File: src/rtl/timer_pkg.sv
// Shared types, seven-segment patterns and BCD helpers for the game timer.
package timer_pkg;

    typedef enum logic [1:0] {
        ST_IDLE   = 2'd0,
        ST_RUN    = 2'd1,
        ST_PAUSED = 2'd2,
        ST_DONE   = 2'd3
    } state_t;

    // Active-low patterns, bit order {g,f,e,d,c,b,a}.
    localparam logic [6:0] SEG_0     = 7'b1000000;
    localparam logic [6:0] SEG_1     = 7'b1111001;
    localparam logic [6:0] SEG_2     = 7'b0100100;
    localparam logic [6:0] SEG_3     = 7'b0110000;
    localparam logic [6:0] SEG_4     = 7'b0011001;
    localparam logic [6:0] SEG_5     = 7'b0010010;
    localparam logic [6:0] SEG_6     = 7'b0000010;
    localparam logic [6:0] SEG_7     = 7'b1111000;
    localparam logic [6:0] SEG_8     = 7'b0000000;
    localparam logic [6:0] SEG_9     = 7'b0010000;
    localparam logic [6:0] SEG_BLANK = 7'b1111111;

    localparam int MAX_DIGITS = 6;

    function automatic int digit_radix(input int k, input int mmss);
        return (mmss != 0 && k == 1) ? 6 : 10;
    endfunction

    // Largest count the display can hold: product of all digit radices minus one.
    function automatic int max_count(input int digits, input int mmss);
        int prod;
        prod = 1;
        for (int k = 0; k < digits; k++) begin
            prod = prod * digit_radix(k, mmss);
        end
        return prod - 1;
    endfunction

    function automatic logic [4*MAX_DIGITS-1:0] to_bcd(input int value, input int digits,
                                                       input int mmss);
        logic [4*MAX_DIGITS-1:0] result;
        int rest;
        int d;
        result = '0;
        rest   = value;
        for (int k = 0; k < digits; k++) begin
            d                = rest % digit_radix(k, mmss);
            rest             = rest / digit_radix(k, mmss);
            result[k*4 +: 4] = d[3:0];
        end
        return result;
    endfunction

    // True when every digit below k sits at its wrap point, i.e. digit k must step too.
    function automatic logic lower_wrap(input logic [4*MAX_DIGITS-1:0] value, input int k,
                                        input int mmss, input logic dn);
        logic       all_wrap;
        logic [3:0] nib;
        int         top;
        all_wrap = 1'b1;
        for (int j = 0; j < k; j++) begin
            nib = value[j*4 +: 4];
            top = digit_radix(j, mmss) - 1;
            if (dn) begin
                if (nib != 4'd0) all_wrap = 1'b0;
            end else begin
                if (int'(nib) < top) all_wrap = 1'b0;
            end
        end
        return all_wrap;
    endfunction

endpackage

File: src/rtl/seg7_decode.sv
// One BCD nibble to an active-low seven-segment pattern; non-decimal nibbles blank.
module seg7_decode
    import timer_pkg::*;
(
    input  logic [3:0] nibble,
    output logic [6:0] seg
);

    always_comb begin
        seg = SEG_BLANK;
        case (nibble)
            4'd0:    seg = SEG_0;
            4'd1:    seg = SEG_1;
            4'd2:    seg = SEG_2;
            4'd3:    seg = SEG_3;
            4'd4:    seg = SEG_4;
            4'd5:    seg = SEG_5;
            4'd6:    seg = SEG_6;
            4'd7:    seg = SEG_7;
            4'd8:    seg = SEG_8;
            4'd9:    seg = SEG_9;
            default: seg = SEG_BLANK;
        endcase
    end

endmodule

File: src/rtl/bcd_game_timer.sv
// Up/down BCD game timer with prescaler, pause, terminal detect and per-digit seven-segment decode.
// Handshake-free control: start is a one-cycle pulse, pause is a level, outputs are registered strobes/levels.
module bcd_game_timer
    import timer_pkg::*;
#(
    parameter int TICK_DIV  = 50000000,
    parameter int DIGITS    = 3,
    parameter int MMSS      = 1,
    parameter int LIMIT_SEC = 60
) (
    input  logic                  Clck,
    input  logic                  reset,
    input  logic                  start,
    input  logic                  pause,
    input  logic                  down,
    output logic [4*DIGITS-1:0]   bcd,
    output logic [7*DIGITS-1:0]   seg,
    output logic                  running,
    output logic                  done,
    output logic                  done_pulse,
    output logic                  tick,
    output state_t                state
);

    localparam int BW = 4 * DIGITS;
    localparam int PW = (TICK_DIV > 2) ? $clog2(TICK_DIV) : 1;
    localparam logic [PW-1:0] PRESC_LAST = PW'(TICK_DIV - 1);
    localparam logic [BW-1:0] LIMIT_BCD  = BW'(to_bcd(LIMIT_SEC, DIGITS, MMSS));

    if (TICK_DIV < 2) begin : g_bad_div
        $error("bcd_game_timer: TICK_DIV must be 2 or more");
    end
    if (DIGITS < 1 || DIGITS > MAX_DIGITS) begin : g_bad_digits
        $error("bcd_game_timer: DIGITS must be 1..6");
    end
    if (LIMIT_SEC <= 0 || LIMIT_SEC > max_count(DIGITS, MMSS)) begin : g_bad_limit
        $error("bcd_game_timer: LIMIT_SEC is 0 or does not fit in DIGITS digits");
    end

    state_t          state_q;
    state_t          state_next;
    logic [PW-1:0]   presc;
    logic            down_q;
    logic [BW-1:0]   bcd_next;
    logic [BW-1:0]   load_value;
    logic [BW-1:0]   term_value;
    logic            tick_due;
    logic            terminal;

    assign tick_due   = (state_q == ST_RUN) && (presc == PRESC_LAST);
    assign load_value = down ? LIMIT_BCD : '0;
    assign term_value = down_q ? '0 : LIMIT_BCD;
    assign terminal   = tick_due && (bcd_next == term_value);

    // Each digit steps only when all lower digits are at their wrap point.
    for (genvar k = 0; k < DIGITS; k++) begin : g_digit
        localparam logic [3:0] TOP = (MMSS != 0 && k == 1) ? 4'd5 : 4'd9;
        logic [3:0] value;
        logic [3:0] stepped;
        logic       cin;

        assign cin = lower_wrap((4*MAX_DIGITS)'(bcd), k, MMSS, down_q);

        always_comb begin
            stepped = value;
            if (cin) begin
                if (!down_q) begin
                    stepped = (value >= TOP) ? 4'd0 : value + 4'd1;
                end else begin
                    stepped = (value == 4'd0 || value > TOP) ? TOP : value - 4'd1;
                end
            end
        end

        always_ff @(posedge Clck) begin
            if (!reset) begin
                value <= 4'd0;
            end else if (start) begin
                value <= load_value[4*k +: 4];
            end else if (tick_due) begin
                value <= stepped;
            end
        end

        assign bcd[4*k +: 4]      = value;
        assign bcd_next[4*k +: 4] = stepped;

        seg7_decode u_seg (
            .nibble (value),
            .seg    (seg[7*k +: 7])
        );
    end

    always_ff @(posedge Clck) begin
        if (!reset) begin
            state_q <= ST_IDLE;
        end else begin
            state_q <= state_next;
        end
    end

    always_comb begin
        state_next = state_q;
        if (start) begin
            state_next = ST_RUN;
        end else begin
            case (state_q)
                ST_RUN: begin
                    if (terminal)   state_next = ST_DONE;
                    else if (pause) state_next = ST_PAUSED;
                end
                ST_PAUSED: begin
                    if (!pause) state_next = ST_RUN;
                end
                default: state_next = state_q;
            endcase
        end
    end

    always_comb begin
        running = (state_q == ST_RUN);
        done    = (state_q == ST_DONE);
        state   = state_q;
    end

    // Prescaler advances whenever the FSM is in RUN; a pause only takes hold from PAUSED onward.
    always_ff @(posedge Clck) begin
        if (!reset) begin
            presc      <= '0;
            down_q     <= 1'b0;
            tick       <= 1'b0;
            done_pulse <= 1'b0;
        end else begin
            tick       <= 1'b0;
            done_pulse <= 1'b0;
            if (start) begin
                presc  <= '0;
                down_q <= down;
            end else if (state_q == ST_RUN) begin
                if (presc == PRESC_LAST) begin
                    presc      <= '0;
                    tick       <= 1'b1;
                    done_pulse <= terminal;
                end else begin
                    presc <= presc + PW'(1);
                end
            end
        end
    end

endmodule

File: config.mk
export PLATFORM = sky130hd
export DESIGN_NAME = bcd_game_timer
export DESIGN_NICKNAME = d
export VERILOG_FILES = /design/src/rtl/timer_pkg.sv /design/src/rtl/seg7_decode.sv /design/src/rtl/bcd_game_timer.sv
export SDC_FILE = /design/constraint.sdc
export NUM_CORES = 1
export LEC_CHECK = 0
export ABC_AREA = 0
export BUFFER_PORTS_ARGS = -buffer_cell sky130_fd_sc_hd__buf_2
export CAP_MARGIN = 20
export CORE_MARGIN = 2
export CORE_UTILIZATION = 57
export DETAILED_ROUTE_END_ITERATION = 6
export PLACE_DENSITY = 0.8
export SLEW_MARGIN = 30
export SYNTH_ARGS = -nofsm -noshare
export SYNTH_HDL_FRONTEND = slang
export SYNTH_HIERARCHICAL = 1
export SYNTH_SLANG_ARGS = --single-unit
File: constraint.sdc
create_clock -name Clck -period 3.8 [get_ports Clck]
set_input_delay 0.38 -clock Clck [delete_from_list [all_inputs] [get_ports Clck]]
set_output_delay 0.38 -clock Clck [all_outputs]
set_load 0.01 [all_outputs]
==> out/metrics.cfg, run 1 <==
[outcome]
run_status = finished clean

[logic_synthesis]
post_synth_top_cells = 60 x sky130_fd_sc_hd__nor2_1, 43 x sky130_fd_sc_hd__dfxtp_1, 39 x sky130_fd_sc_hd__nand2_1
syn_avg_cell_area_um2 = 7.536
synth_warnings = 6
synthesized_area_fraction_occupied_by_ao_oa_aoi_and_oai_cells_pct = 18.45
ys_async_sr_fraction_pct = 0
synthDominantAreaCellType = sky130_fd_sc_hd__dfxtp_1
combinational_family_with_the_most_area_after_synthesis = simple AND/OR/NAND/NOR gates
post_synth_mux_area_share_pct = 1.811
synth_most_common_cell = sky130_fd_sc_hd__nor2_1
post_synth_xor_area_fraction_pct = 5.811
post_synth_and_or_nand_nor_area_fraction_pct = 31.70
synth_edf_count = 0
yosys_most_used_dff = sky130_fd_sc_hd__dfxtp_1
synth_top_cell_area_share_pct = 25.96
post_synth_main_area_contributors = sky130_fd_sc_hd__dfxtp_1 26%, sky130_fd_sc_hd__ha_1 9.4%, sky130_fd_sc_hd__nor2_1 6.8%
flops_latches_synth = 43
post_synth_fa_ha_maj_area_fraction_pct = 9.434
synth_fp_nets = 470
synth_cell_type_count = 60
syn_inst = 440
yosysSeqAreaShare_pct = 25.96
mappedNetlistArea_mm2 = 0.003316

[sta]
grt_setup_unrepaired = no
clock_period_minus_final_worst_setup_slack_ns = 3.174
finalMaxSlewViolations = 0
finClkSkew_ns = 0.004160
final-setup-viol-count = 0
worst_pin_slew_ns = 0.6573
slew-limit-headroom_pct = 56.12
final.period_utilization_pct = 83.52
maximum_frequency_from_static_timing_analysis_mhz = 315.1
totalNegativeSetupSlack_ns = 0
report.final.hold_viol_count = 0

[place]
buffer_ports.inserted = 43
routabilityCongestion = 0.8820
place.detailed.hpwl_mm = 5.095

[detailed_routing]
detail_route.iter0.violations = 275
drt_pass1_iterations = 5
drt-vias-per-instance = 5.727
route.antenna.remaining_nets = 0
routedWlPerCell_um = 13.24
wirelength_mm = 7.138
drt_drc_violations_left = 0
routed-via-count = 3087

[clock_network]
max-clock-path-buffers = 2
cts_tree = built
post_cts_buffers = 0
insertion_delay_ns = 0.30
post_cts.resized_instances = 0
total_of_hold_buffers_inserted_after_clock_tree_synthesis = 0
clkSinkCount = 43
number_of_clock_buffers_inserted_by_tritoncts = 5
cts.htree.levels = 2
ctsRootBufferMaster = sky130_fd_sc_hd__clkbuf_8
clk_pin_slew_ns = 0.08

[floorplan]
coreArea_mm2 = 0.005574
horizontal_die_dimension_um = 80.27
fp.dieH_um = 80.27
die_footprint_mm2 = 0.006443
placementRows = 27
num_io_pins = 44
initial_core_util_pct = 59.48

[setup_path]
crit_path_max_fanout = 12
critical_path.startpoint_type = register
worstRegToRegCells = 9
setup.worst_path.start = g_digit[0].value[1]
cp.arrival_ns = 3.40
crit_required_ns = 4.03
worst-setup-path-type = reg2reg
timing.critical_path.to_type = register
worst-r2r-setup-slack_ns = 0.63
worstReg2RegEnd = state[0]
worstReg2RegStart = g_digit[0].value[1]

[global_routing]
gr-usage-all-layers_pct = 22.76
antenna_violations_before_repair = 0
globalRouteOverflowTotal = 0
global_route_wire_length_before_repair_mm = 11.94
via_count_of_the_first_global_routing_pass = 2705
largest_net_degree_at_the_start_of_global_routing = 27

[hold_path]
min-delay-path-class = in2reg
worstHoldPathCells = 3
hold_path_end = g_digit[2].value[0]
hold_path_startpoint = down

[power_and_ir_drop]
vdd_ir_drop_max_uv = 175.7
power.density_mw_per_mm2 = 229.3
power.leakage_nw = 1.389

[cells_and_area]
layout-area-overhead-vs-synth_pct = 7.509
antennaDiodeCount = 0
layout.nets = 496
final.fill_count = 491
layout.core_utilization_pct = 63.95
final_layout_size_suffix_gt1_share_pct = 13.92

[job]
max-cap-violations = 0

[per-layer routing]
| layer | wire [um] | vias to the layer above | GRT usage [%] |
|---|---|---|---|
| li1 | - | 1570 | - |
| met1 | 3440 | 1406 | 30.50 |
| met2 | 3231 | 102 | 37.92 |
| met3 | 368 | 9 | 3.146 |
| met4 | 98 | 0 | 6.949 |
| met5 | 0 | - | 0 |
[metrics by stage]
stage                     instance area (um^2)  hold slack [ns]  setup WS, ns  power (W)  cells
final                                     3565           0.3336        0.6263  0.0008173    539
after global routing                      3565           0.3396        0.4869  0.0008458    539
after CTS                                 3562           0.3290        0.6614  0.0008232    539
after detailed placement                  3477           0.4921        0.7155  0.0005360    531
after global placement                    3477           0.4692        0.8367  0.0005348    531
after floorplan                           3316           0.4583        0.8496  0.0005200    440
[cell type report]
cell class,instances,area [um^2],share of cell area [%]
Sequential cell,43,860.8,24.15
Timing Repair Buffer,45,230.2,6.458
Tap cell,72,90.09,2.527
Clock buffer,6,72.57,2.036
Inverter,18,67.56,1.895
Multi-Input combinational cell,353,2231,62.58
Clock inverter,2,12.51,0.3510
[how the worst max path moves through the flow]
stage          endpoint  cells past startpoint
2_1_floorplan  state[0]                     10
3_3_place_gp   state[0]                      9
3_5_place_dp   state[0]                      9
4_1_cts        state[0]                      9
5_1_grt        state[0]                      9
6_report       state[0]                      9
[registers in the layout, indices dropped and copies added, names as in the netlist]
name	flops
presc	26
tick	1
done_pulse	1
state	2
down_q	1
g_digit.value	12
[cells by family (layout without fill, tap and decap cells)]
| family | after synthesis | in the layout |
|---|---|---|
| adders and majority gates | 25 | 25 |
| muxes | 6 | 6 |
| buffers and inverters | 44 | 71 |
| AOI/OAI and AO/OA | 100 | 100 |
| DFF | 43 | 43 |
| and+or+nand+nor | 200 | 200 |
| xor gates and xnor gates | 22 | 22 |
[power by group]
part	total [W]	switching [W]	leakage (nW)	internal, W
Clock	0.000290	0.000162	0.0412	0.000129
Combinational	0.0000693	0.0000409	1.00	0.0000284
Sequential	0.000458	0.00000484	0.347	0.000453
Total	0.000817	0.000207	1.39	0.000610
[critical path: stages (launching register included)]
cell and delay (ns):
sky130_fd_sc_hd__dfxtp_1 0.60, sky130_fd_sc_hd__inv_1 0.15, sky130_fd_sc_hd__ha_1 0.30, sky130_fd_sc_hd__and4bb_4 0.26
sky130_fd_sc_hd__and3_4 0.18, sky130_fd_sc_hd__or2_4 0.25, sky130_fd_sc_hd__mux2i_1 0.16, sky130_fd_sc_hd__or4_1 0.52
sky130_fd_sc_hd__or4_1 0.50, sky130_fd_sc_hd__a31oi_1 0.18
[layout by cell type (no fill, tap or decap), types with 3 or more instances in the layout]
cell type,netlist,routed
sky130_fd_sc_hd__o21ai_0,31,31
sky130_fd_sc_hd__or2_1,3,3
sky130_fd_sc_hd__o31ai_1,4,4
sky130_fd_sc_hd__nor4_1,3,3
sky130_fd_sc_hd__xor2_1,14,14
sky130_fd_sc_hd__and2_1,4,4
sky130_fd_sc_hd__a21oi_1,29,29
sky130_fd_sc_hd__nor2_1,60,60
sky130_fd_sc_hd__a211oi_1,3,3
sky130_fd_sc_hd__nand2b_1,18,17
sky130_fd_sc_hd__and4_1,8,8
sky130_fd_sc_hd__ha_1,25,25
sky130_fd_sc_hd__nand3_1,13,13
sky130_fd_sc_hd__inv_1,17,17
sky130_fd_sc_hd__or3_1,3,3
sky130_fd_sc_hd__nand2_1,39,39
sky130_fd_sc_hd__a31oi_1,6,6
sky130_fd_sc_hd__xnor2_1,8,8
sky130_fd_sc_hd__nor3_1,6,6
sky130_fd_sc_hd__nor2b_1,10,10
sky130_fd_sc_hd__dfxtp_1,43,43
sky130_fd_sc_hd__or4_1,3,3
sky130_fd_sc_hd__and3_1,10,10
sky130_fd_sc_hd__clkbuf_8,1,5
sky130_fd_sc_hd__nand4_1,5,5
sky130_fd_sc_hd__nor3b_1,4,4
sky130_fd_sc_hd__buf_2,5,43
sky130_fd_sc_hd__mux2i_1,6,6
sky130_fd_sc_hd__o211ai_1,4,4
Note: power is estimated with default switching activity, not from simulation.
==> inputs of run 2 (changes only) <==
--- a/config.mk
+++ b/config.mk
@@ -9,9 +9,9 @@
 export BUFFER_PORTS_ARGS = -buffer_cell sky130_fd_sc_hd__buf_2
 export CAP_MARGIN = 20
 export CORE_MARGIN = 2
-export CORE_UTILIZATION = 57
+export CORE_UTILIZATION = 52
 export DETAILED_ROUTE_END_ITERATION = 6
-export PLACE_DENSITY = 0.8
+export PLACE_DENSITY = 0.77
 export SLEW_MARGIN = 30
 export SYNTH_ARGS = -nofsm -noshare
 export SYNTH_HDL_FRONTEND = slang
==> constraint.sdc (replaced) <==
create_clock -name Clck -period 2.6 [get_ports Clck]
set_input_delay 0.26 -clock Clck [delete_from_list [all_inputs] [get_ports Clck]]
set_output_delay 0.26 -clock Clck [all_outputs]
set_load 0.01 [all_outputs]
==> run 2 against run 1 <==
Compared with the run above:
- final cell count grew 5.4%
- critical path type unchanged
- clock-buffer cell count shrank 1
- total power grew 61%
- largest power group unchanged
- register-to-register slack lost 0.62 ns
- clock power grew 83%
- first-iteration DRC count shrank 18%
==> out/metrics.cfg, run 2 (synthesis results as in run 1) <==
[sta]
maximum_frequency_from_static_timing_analysis_mhz = 386.0  ; was 315.1 MHz
final-setup-viol-count = 0  ; unchanged
grt_setup_unrepaired = yes  ; was no
clock_period_minus_final_worst_setup_slack_ns = 2.591  ; was 3.174 ns
worst_hold_slack_ns = 0.1997  ; was 0.3336 ns
totalNegativeSetupSlack_ns = 0  ; unchanged
slew-limit-headroom_pct = 63.23  ; was 56.12%
finClkSkew_ns = 0.01086  ; was 0.004160 ns
worst_pin_slew_ns = 0.5515  ; was 0.6573 ns
finalMaxSlewViolations = 0  ; unchanged
report.final.hold_viol_count = 0  ; unchanged
final.period_utilization_pct = 99.65  ; was 83.52%

[global_routing]
gr-usage-all-layers_pct = 22.84  ; was 22.76%
globalRouteOverflowTotal = 0  ; unchanged
largest_net_degree_at_the_start_of_global_routing = 27  ; unchanged
global_route_wire_length_before_repair_mm = 13.64  ; was 11.94 mm
antenna_violations_before_repair = 0  ; unchanged
via_count_of_the_first_global_routing_pass = 3027  ; was 2705

[outcome]
run_status = finished clean  ; unchanged

[clock_network]
ctsRootBufferMaster = sky130_fd_sc_hd__clkbuf_8  ; unchanged
total_of_hold_buffers_inserted_after_clock_tree_synthesis = 0  ; unchanged
clkSinkCount = 43  ; unchanged
cts.htree.levels = 2  ; unchanged
max-clock-path-buffers = 2  ; unchanged
insertion_delay_ns = 0.31  ; was 0.30 ns
number_of_clock_buffers_inserted_by_tritoncts = 5  ; unchanged
cts_tree = built  ; unchanged
clk_pin_slew_ns = 0.09  ; was 0.08 ns

[cells_and_area]
layout.cells.most_common = sky130_fd_sc_hd__nor2_1  ; unchanged
layout.nets = 520  ; was 496
final_cell_count_no_fill = 568  ; was 539
number_of_flip_flops_in_the_largest_register = 26  ; unchanged
antennaDiodeCount = 0  ; unchanged
regMostFlops = presc  ; unchanged
final.fill_count = 580  ; was 491
layout-area-overhead-vs-synth_pct = 15.89  ; was 7.509%
most_frequent_cells_in_the_layout = 60 x sky130_fd_sc_hd__nor2_1, 43 x sky130_fd_sc_hd__buf_2, 39 x sky130_fd_sc_hd__nand2_1, 37 x sky130_fd_sc_hd__dfxtp_1, 31 x sky130_fd_sc_hd__o21ai_0  ; was 60 x sky130_fd_sc_hd__nor2_1, 43 x sky130_fd_sc_hd__dfxtp_1, 43 x sky130_fd_sc_hd__buf_2, 39 x sky130_fd_sc_hd__nand2_1, 31 x sky130_fd_sc_hd__o21ai_0
final_layout_size_suffix_gt1_share_pct = 21.18  ; was 13.92%

[floorplan]
die_footprint_mm2 = 0.007031  ; was 0.006443 mm^2
coreArea_mm2 = 0.006241  ; was 0.005574 mm^2
fp.dieH_um = 83.85  ; was 80.27 um
initial_core_util_pct = 53.13  ; was 59.48%
placementRows = 29  ; was 27
horizontal_die_dimension_um = 83.85  ; was 80.27 um
num_io_pins = 44  ; unchanged

[setup_path]
setup.worst_path.end = state[0]  ; unchanged
setup.worst_path.start = g_digit[0].value[0]  ; was g_digit[0].value[1]
worst-setup-path-type = reg2reg  ; unchanged
worstReg2RegEnd = state[0]  ; unchanged
crit_path_max_fanout = 7  ; was 12
worstReg2RegStart = g_digit[0].value[0]  ; was g_digit[0].value[1]
timing.critical_path.to_type = register  ; unchanged
worstRegToRegCells = 9  ; unchanged
crit_required_ns = 2.84  ; was 4.03 ns
critical_path.startpoint_type = register  ; unchanged
worst-r2r-setup-slack_ns = 0.009  ; was 0.63 ns
cp.arrival_ns = 2.83  ; was 3.40 ns

[power_and_ir_drop]
power.density_mw_per_mm2 = 341.8  ; was 229.3 mW/mm^2
vdd_ir_drop_max_uv = 530.0  ; was 175.7 uV
power.leakage_nw = 1.545  ; was 1.389 nW

[detailed_routing]
wirelength_mm = 7.740  ; was 7.138 mm
routed-via-count = 3221  ; was 3087
route.antenna.remaining_nets = 0  ; unchanged
routedWlPerCell_um = 13.63  ; was 13.24 um
drt_drc_violations_left = 0  ; unchanged
drt-vias-per-instance = 5.671  ; was 5.727
drt_pass1_iterations = 4  ; was 5
detail_route.iter0.violations = 225  ; was 275

[job]
max-cap-violations = 0  ; unchanged

[place]
place.detailed.hpwl_mm = 5.667  ; was 5.095 mm
post-place-cells = 559  ; was 531
routabilityCongestion = 0.8840  ; was 0.8820
buffer_ports.inserted = 43  ; unchanged

[hold_path]
min-delay-path-class = in2reg  ; unchanged

[run 2: routing by layer]
| metal | routed length, um | GRT usage (%) | up-vias |
|---|---|---|---|
| met1 | 3636 | 30.20 | 1487 |
| met4 | 140 | 6.745 | 0 |
| met5 | 0 | 0 | - |
| met2 | 3580 | 38.69 | 92 |
| met3 | 382 | 3.264 | 11 |
| li1 | - | - | 1631 |
[run 2: through the flow]
stage	instance area, um^2	power (W)	utilization (%)	setup slack [ns]
after floorplan	3369	0.0007603	-	0.007223
after global placement	3700	0.0007900	59.28	0.1326
after detailed placement	3700	0.0007921	59.28	0.07496
after CTS	3812	0.001319	61.09	0.04853
after global routing	3842	0.001362	61.57	-0.1018
final	3842	0.001314	61.57	0.009059
[run 2: repair_timing]
action,4_1_cts,5_1_grt
setup endpoints to repair,0,2
buffers inserted,0,1
resized for setup,0,6
[run 2: layout make-up]
class | count | area (um^2) | area share (%)
Multi-Input combinational cell | 353 | 2277 | 59.26
Tap cell | 77 | 96.34 | 2.507
Clock inverter | 3 | 43.79 | 1.140
Timing Repair Buffer | 69 | 410.4 | 10.68
Clock buffer | 5 | 68.82 | 1.791
Sequential cell | 43 | 875.8 | 22.79
Inverter | 18 | 70.07 | 1.824
[run 2: worst min-delay path by stage]
stage                                to  cells after the start  startpoint  slack [ns]
CTS                            state[0]                      2       pause        0.19
detailed placement            presc[25]                      2   presc[25]        0.49
finish              g_digit[2].value[0]                      3        down        0.20
global route                   state[0]                      2       pause        0.21
global placement              presc[25]                      2   presc[25]        0.47
floorplan                      state[0]                      1       pause        0.37
[run 2: worst max-delay path, stage by stage, from the launching register on]
cell                       delay, ns
sky130_fd_sc_hd__dfxtp_4        0.36
sky130_fd_sc_hd__inv_2          0.06
sky130_fd_sc_hd__ha_4           0.18
sky130_fd_sc_hd__and4bb_4       0.20
sky130_fd_sc_hd__and3_4         0.16
sky130_fd_sc_hd__or2_4          0.26
sky130_fd_sc_hd__a22o_1         0.27
sky130_fd_sc_hd__or4_1          0.40
sky130_fd_sc_hd__or4_1          0.49
sky130_fd_sc_hd__a31oi_1        0.15
[run 2: power breakdown]
group / switching [W] / internal [W]
Clock: 0.000244 / 0.000286
Sequential: 0.00000521 / 0.000659
Combinational: 0.0000676 / 0.0000517
Total: 0.000316 / 0.000997
==> inputs of run 3 (changes only) <==
--- a/config.mk
+++ b/config.mk
@@ -9,9 +9,9 @@
 export BUFFER_PORTS_ARGS = -buffer_cell sky130_fd_sc_hd__buf_2
 export CAP_MARGIN = 20
 export CORE_MARGIN = 2
-export CORE_UTILIZATION = 52
+export CORE_UTILIZATION = 34
 export DETAILED_ROUTE_END_ITERATION = 6
-export PLACE_DENSITY = 0.77
+export PLACE_DENSITY = 0.55
 export SLEW_MARGIN = 30
 export SYNTH_ARGS = -nofsm -noshare
 export SYNTH_HDL_FRONTEND = slang
==> run 3 against run 2 <==
Compared with the run above:
- largest power group unchanged
- non-clock buffer count rose by 5
- worst hold slack gained 0.024 ns
- critical path depth unchanged
- register-to-register slack is essentially flat
- critical endpoint unchanged
- total power shrank 4.5%
- core utilization decreased by 21 points
- first-iteration DRC count fell by 46%
- final area grew 3.0%
- clock skew increased by 0.0014 ns
- combinational power rose by 6%
- wire length rose by 2.8%
- setup slack got worse by 0.0085 ns
- highest routed layer unchanged
==> out/metrics.cfg, run 3 (synthesis results as in run 1) <==
[outcome]
run_status = finished clean  ; unchanged

[setup_path]
crit_required_ns = 2.84  ; about the same
crit_path_cell_trace = inv_4 > ha_4 > and4bb_4 > and3_4 > or2_4 > mux2i_2 > or4_1 > or4_4 > a31oi_4  ; was inv_2 > ha_4 > and4bb_4 > and3_4 > or2_4 > a22o_1 > or4_1 > or4_1 > a31oi_1
worst-r2r-setup-slack_ns = 0.0006  ; was 0.009 ns
timing.critical_path.to_type = register  ; unchanged
critical_path.startpoint_type = register  ; unchanged
cp.arrival_ns = 2.84  ; was 2.83 ns
timing.critical_path.slowest_cell_delay_ns = 0.51  ; was 0.49 ns
worst-setup-path-type = reg2reg  ; unchanged
crit_path_top_delay_cell = sky130_fd_sc_hd__or4_1  ; unchanged
crit_path_max_fanout = 5  ; was 7

[sta]
maximum_frequency_from_static_timing_analysis_mhz = 384.7  ; was 386.0 MHz
clock_period_minus_final_worst_setup_slack_ns = 2.599  ; was 2.591 ns
worst_pin_slew_ns = 0.3857  ; was 0.5515 ns
final.period_utilization_pct = 99.98  ; was 99.65%
slew-limit-headroom_pct = 74.07  ; was 63.23%
grt_setup_unrepaired = yes  ; unchanged
totalNegativeSetupSlack_ns = 0  ; unchanged
finClkSkew_ns = 0.01230  ; was 0.01086 ns
report.final.hold_viol_count = 0  ; unchanged
final-setup-viol-count = 0  ; unchanged
finalMaxSlewViolations = 0  ; unchanged

[cells_and_area]
layout.nets = 525  ; was 520
final_cell_count_no_fill = 629  ; was 568
regMostFlops = presc  ; unchanged
most_frequent_cells_in_the_layout = 60 x sky130_fd_sc_hd__nor2_1, 43 x sky130_fd_sc_hd__buf_2, 39 x sky130_fd_sc_hd__nand2_1, 37 x sky130_fd_sc_hd__dfxtp_1  ; was 60 x sky130_fd_sc_hd__nor2_1, 43 x sky130_fd_sc_hd__buf_2, 39 x sky130_fd_sc_hd__nand2_1, 37 x sky130_fd_sc_hd__dfxtp_1, 31 x sky130_fd_sc_hd__o21ai_0
antennaDiodeCount = 0  ; unchanged
layout-area-overhead-vs-synth_pct = 19.36  ; was 15.89%
layout.cells.most_common = sky130_fd_sc_hd__nor2_1  ; unchanged
number_of_flip_flops_in_the_largest_register = 26  ; unchanged
final.fill_count = 1035  ; was 580
final_layout_size_suffix_gt1_share_pct = 22.78  ; was 21.18%

[floorplan]
coreArea_mm2 = 0.009639  ; was 0.006241 mm^2
initial_core_util_pct = 34.40  ; was 53.13%
die_footprint_mm2 = 0.01056  ; was 0.007031 mm^2
placementRows = 36  ; was 29
horizontal_die_dimension_um = 102.8  ; was 83.85 um
fp.dieH_um = 102.8  ; was 83.85 um
num_io_pins = 44  ; unchanged

[global_routing]
via_count_of_the_first_global_routing_pass = 2937  ; was 3027
globalRouteOverflowTotal = 0  ; unchanged
global_route_wire_length_before_repair_mm = 13.48  ; was 13.64 mm
gr-usage-all-layers_pct = 15.65  ; was 22.84%
antenna_violations_before_repair = 0  ; unchanged
largest_net_degree_at_the_start_of_global_routing = 27  ; unchanged

[place]
place.detailed.hpwl_mm = 6.057  ; was 5.667 mm
post-place-cells = 618  ; was 559
buffer_ports.inserted = 43  ; unchanged
routabilityCongestion = 0.9173  ; was 0.8840

[power_and_ir_drop]
power.leakage_nw = 1.566  ; was 1.545 nW
vdd_ir_drop_max_uv = 237.8  ; was 530.0 uV
power.density_mw_per_mm2 = 317.0  ; was 341.8 mW/mm^2

[detailed_routing]
wl_met3_um = 239  ; was 382 um
route.antenna.remaining_nets = 0  ; unchanged
drt_pass1_iterations = 4  ; unchanged
drt_drc_violations_left = 0  ; unchanged
drt-vias-per-instance = 5.011  ; was 5.671
top_layer = met4  ; unchanged
wirelength_met1_mm = 3.886  ; was 3.636 mm
routedWlPerCell_um = 12.65  ; was 13.63 um
detail_route.iter0.violations = 121  ; was 225
routed-via-count = 3152  ; was 3221
wirelength_mm = 7.958  ; was 7.740 mm
dr_wl_met2_mm = 3.729  ; was 3.580 mm

[hold_path]
min-delay-path-class = in2reg  ; unchanged

[clock_network]
ctsRootBufferMaster = sky130_fd_sc_hd__clkbuf_8  ; unchanged
insertion_delay_ns = 0.31  ; about the same
number_of_clock_buffers_inserted_by_tritoncts = 5  ; unchanged
clkSinkCount = 43  ; unchanged
cts.htree.levels = 2  ; unchanged
cts_tree = built  ; unchanged
max-clock-path-buffers = 2  ; unchanged
clk_pin_slew_ns = 0.10  ; was 0.09 ns

[job]
max-cap-violations = 0  ; unchanged

-- run 3: cell count changes in the layout (fill, tap and decap cells not counted), moves of 2 or more --
cell,before,now
sky130_fd_sc_hd__or4_1,3,1
sky130_fd_sc_hd__or4_4,0,2
sky130_fd_sc_hd__inv_1,15,12
sky130_fd_sc_hd__inv_2,2,4
sky130_fd_sc_hd__inv_6,0,2
sky130_fd_sc_hd__buf_4,26,30
-- run 3: final timing paths --
path | startpoint | to | cells past startpoint
max reg2reg | g_digit[0].value[0] | state[0] | 9
min reg2reg | presc[25] | presc[25] | 2
min | pause | state[0] | 2
max | g_digit[0].value[0] | state[0] | 9
-- run 3: timing repair --
item	CTS	global route
resized for setup	0	12
hold buffers	0	0
setup endpoints to repair	0	3
setup buffers	0	3
hold endpoints to repair	0	0
-- run 3: per-stage QoR --
step	setup WS [ns]	util (%)	hold slack, ns	total power, W	cell area (um^2)
after floorplan	0.007223	-	0.3664	0.0007603	3369
after global placement	0.07470	39.47	0.4719	0.0007978	3805
after detailed placement	0.05965	39.47	0.4848	0.0007981	3805
after CTS	0.01748	40.46	0.1864	0.001265	3900
after global routing	-0.09000	41.06	0.2351	0.001306	3958
final	0.0006075	41.06	0.2235	0.001255	3958
-- run 3: critical path: cells and delay by family (launching register included) --
kind / cells / cell delay (ns)
adders and majority gates: 1 / 0.16
AOI/OAI and AO/OA: 1 / 0.17
muxes: 1 / 0.18
and+or+nand+nor: 5 / 1.64
buffers and inverters: 1 / 0.04
DFF: 1 / 0.36
-- run 3: area by class of cell --
class	count	area [um^2]	share of cell area, %
multi-input combinational	353	2287	57.79
sequential	43	875.8	22.13
clock buffer	5	68.82	1.739
timing repair buffer	74	460.4	11.63
inverter	18	72.57	1.834
tap	133	166.4	4.205
clock inverter	3	26.28	0.6639
-- run 3: report_power, final --
group          leakage, nW  switching [W]  total [W]  internal [W]
sequential           0.351     0.00000536   0.000665      0.000659
clock               0.0491       0.000266   0.000464      0.000198
combinational         1.17      0.0000692   0.000126     0.0000565
total                 1.57       0.000341    0.00125      0.000914
-- run 3: per-layer routing --
metal | GRT usage (%) | up-vias
li1 | - | 1638
met1 | 20.22 | 1449
met2 | 27.10 | 55
met3 | 2.508 | 10
met4 | 4.352 | 0
met5 | 0 | -
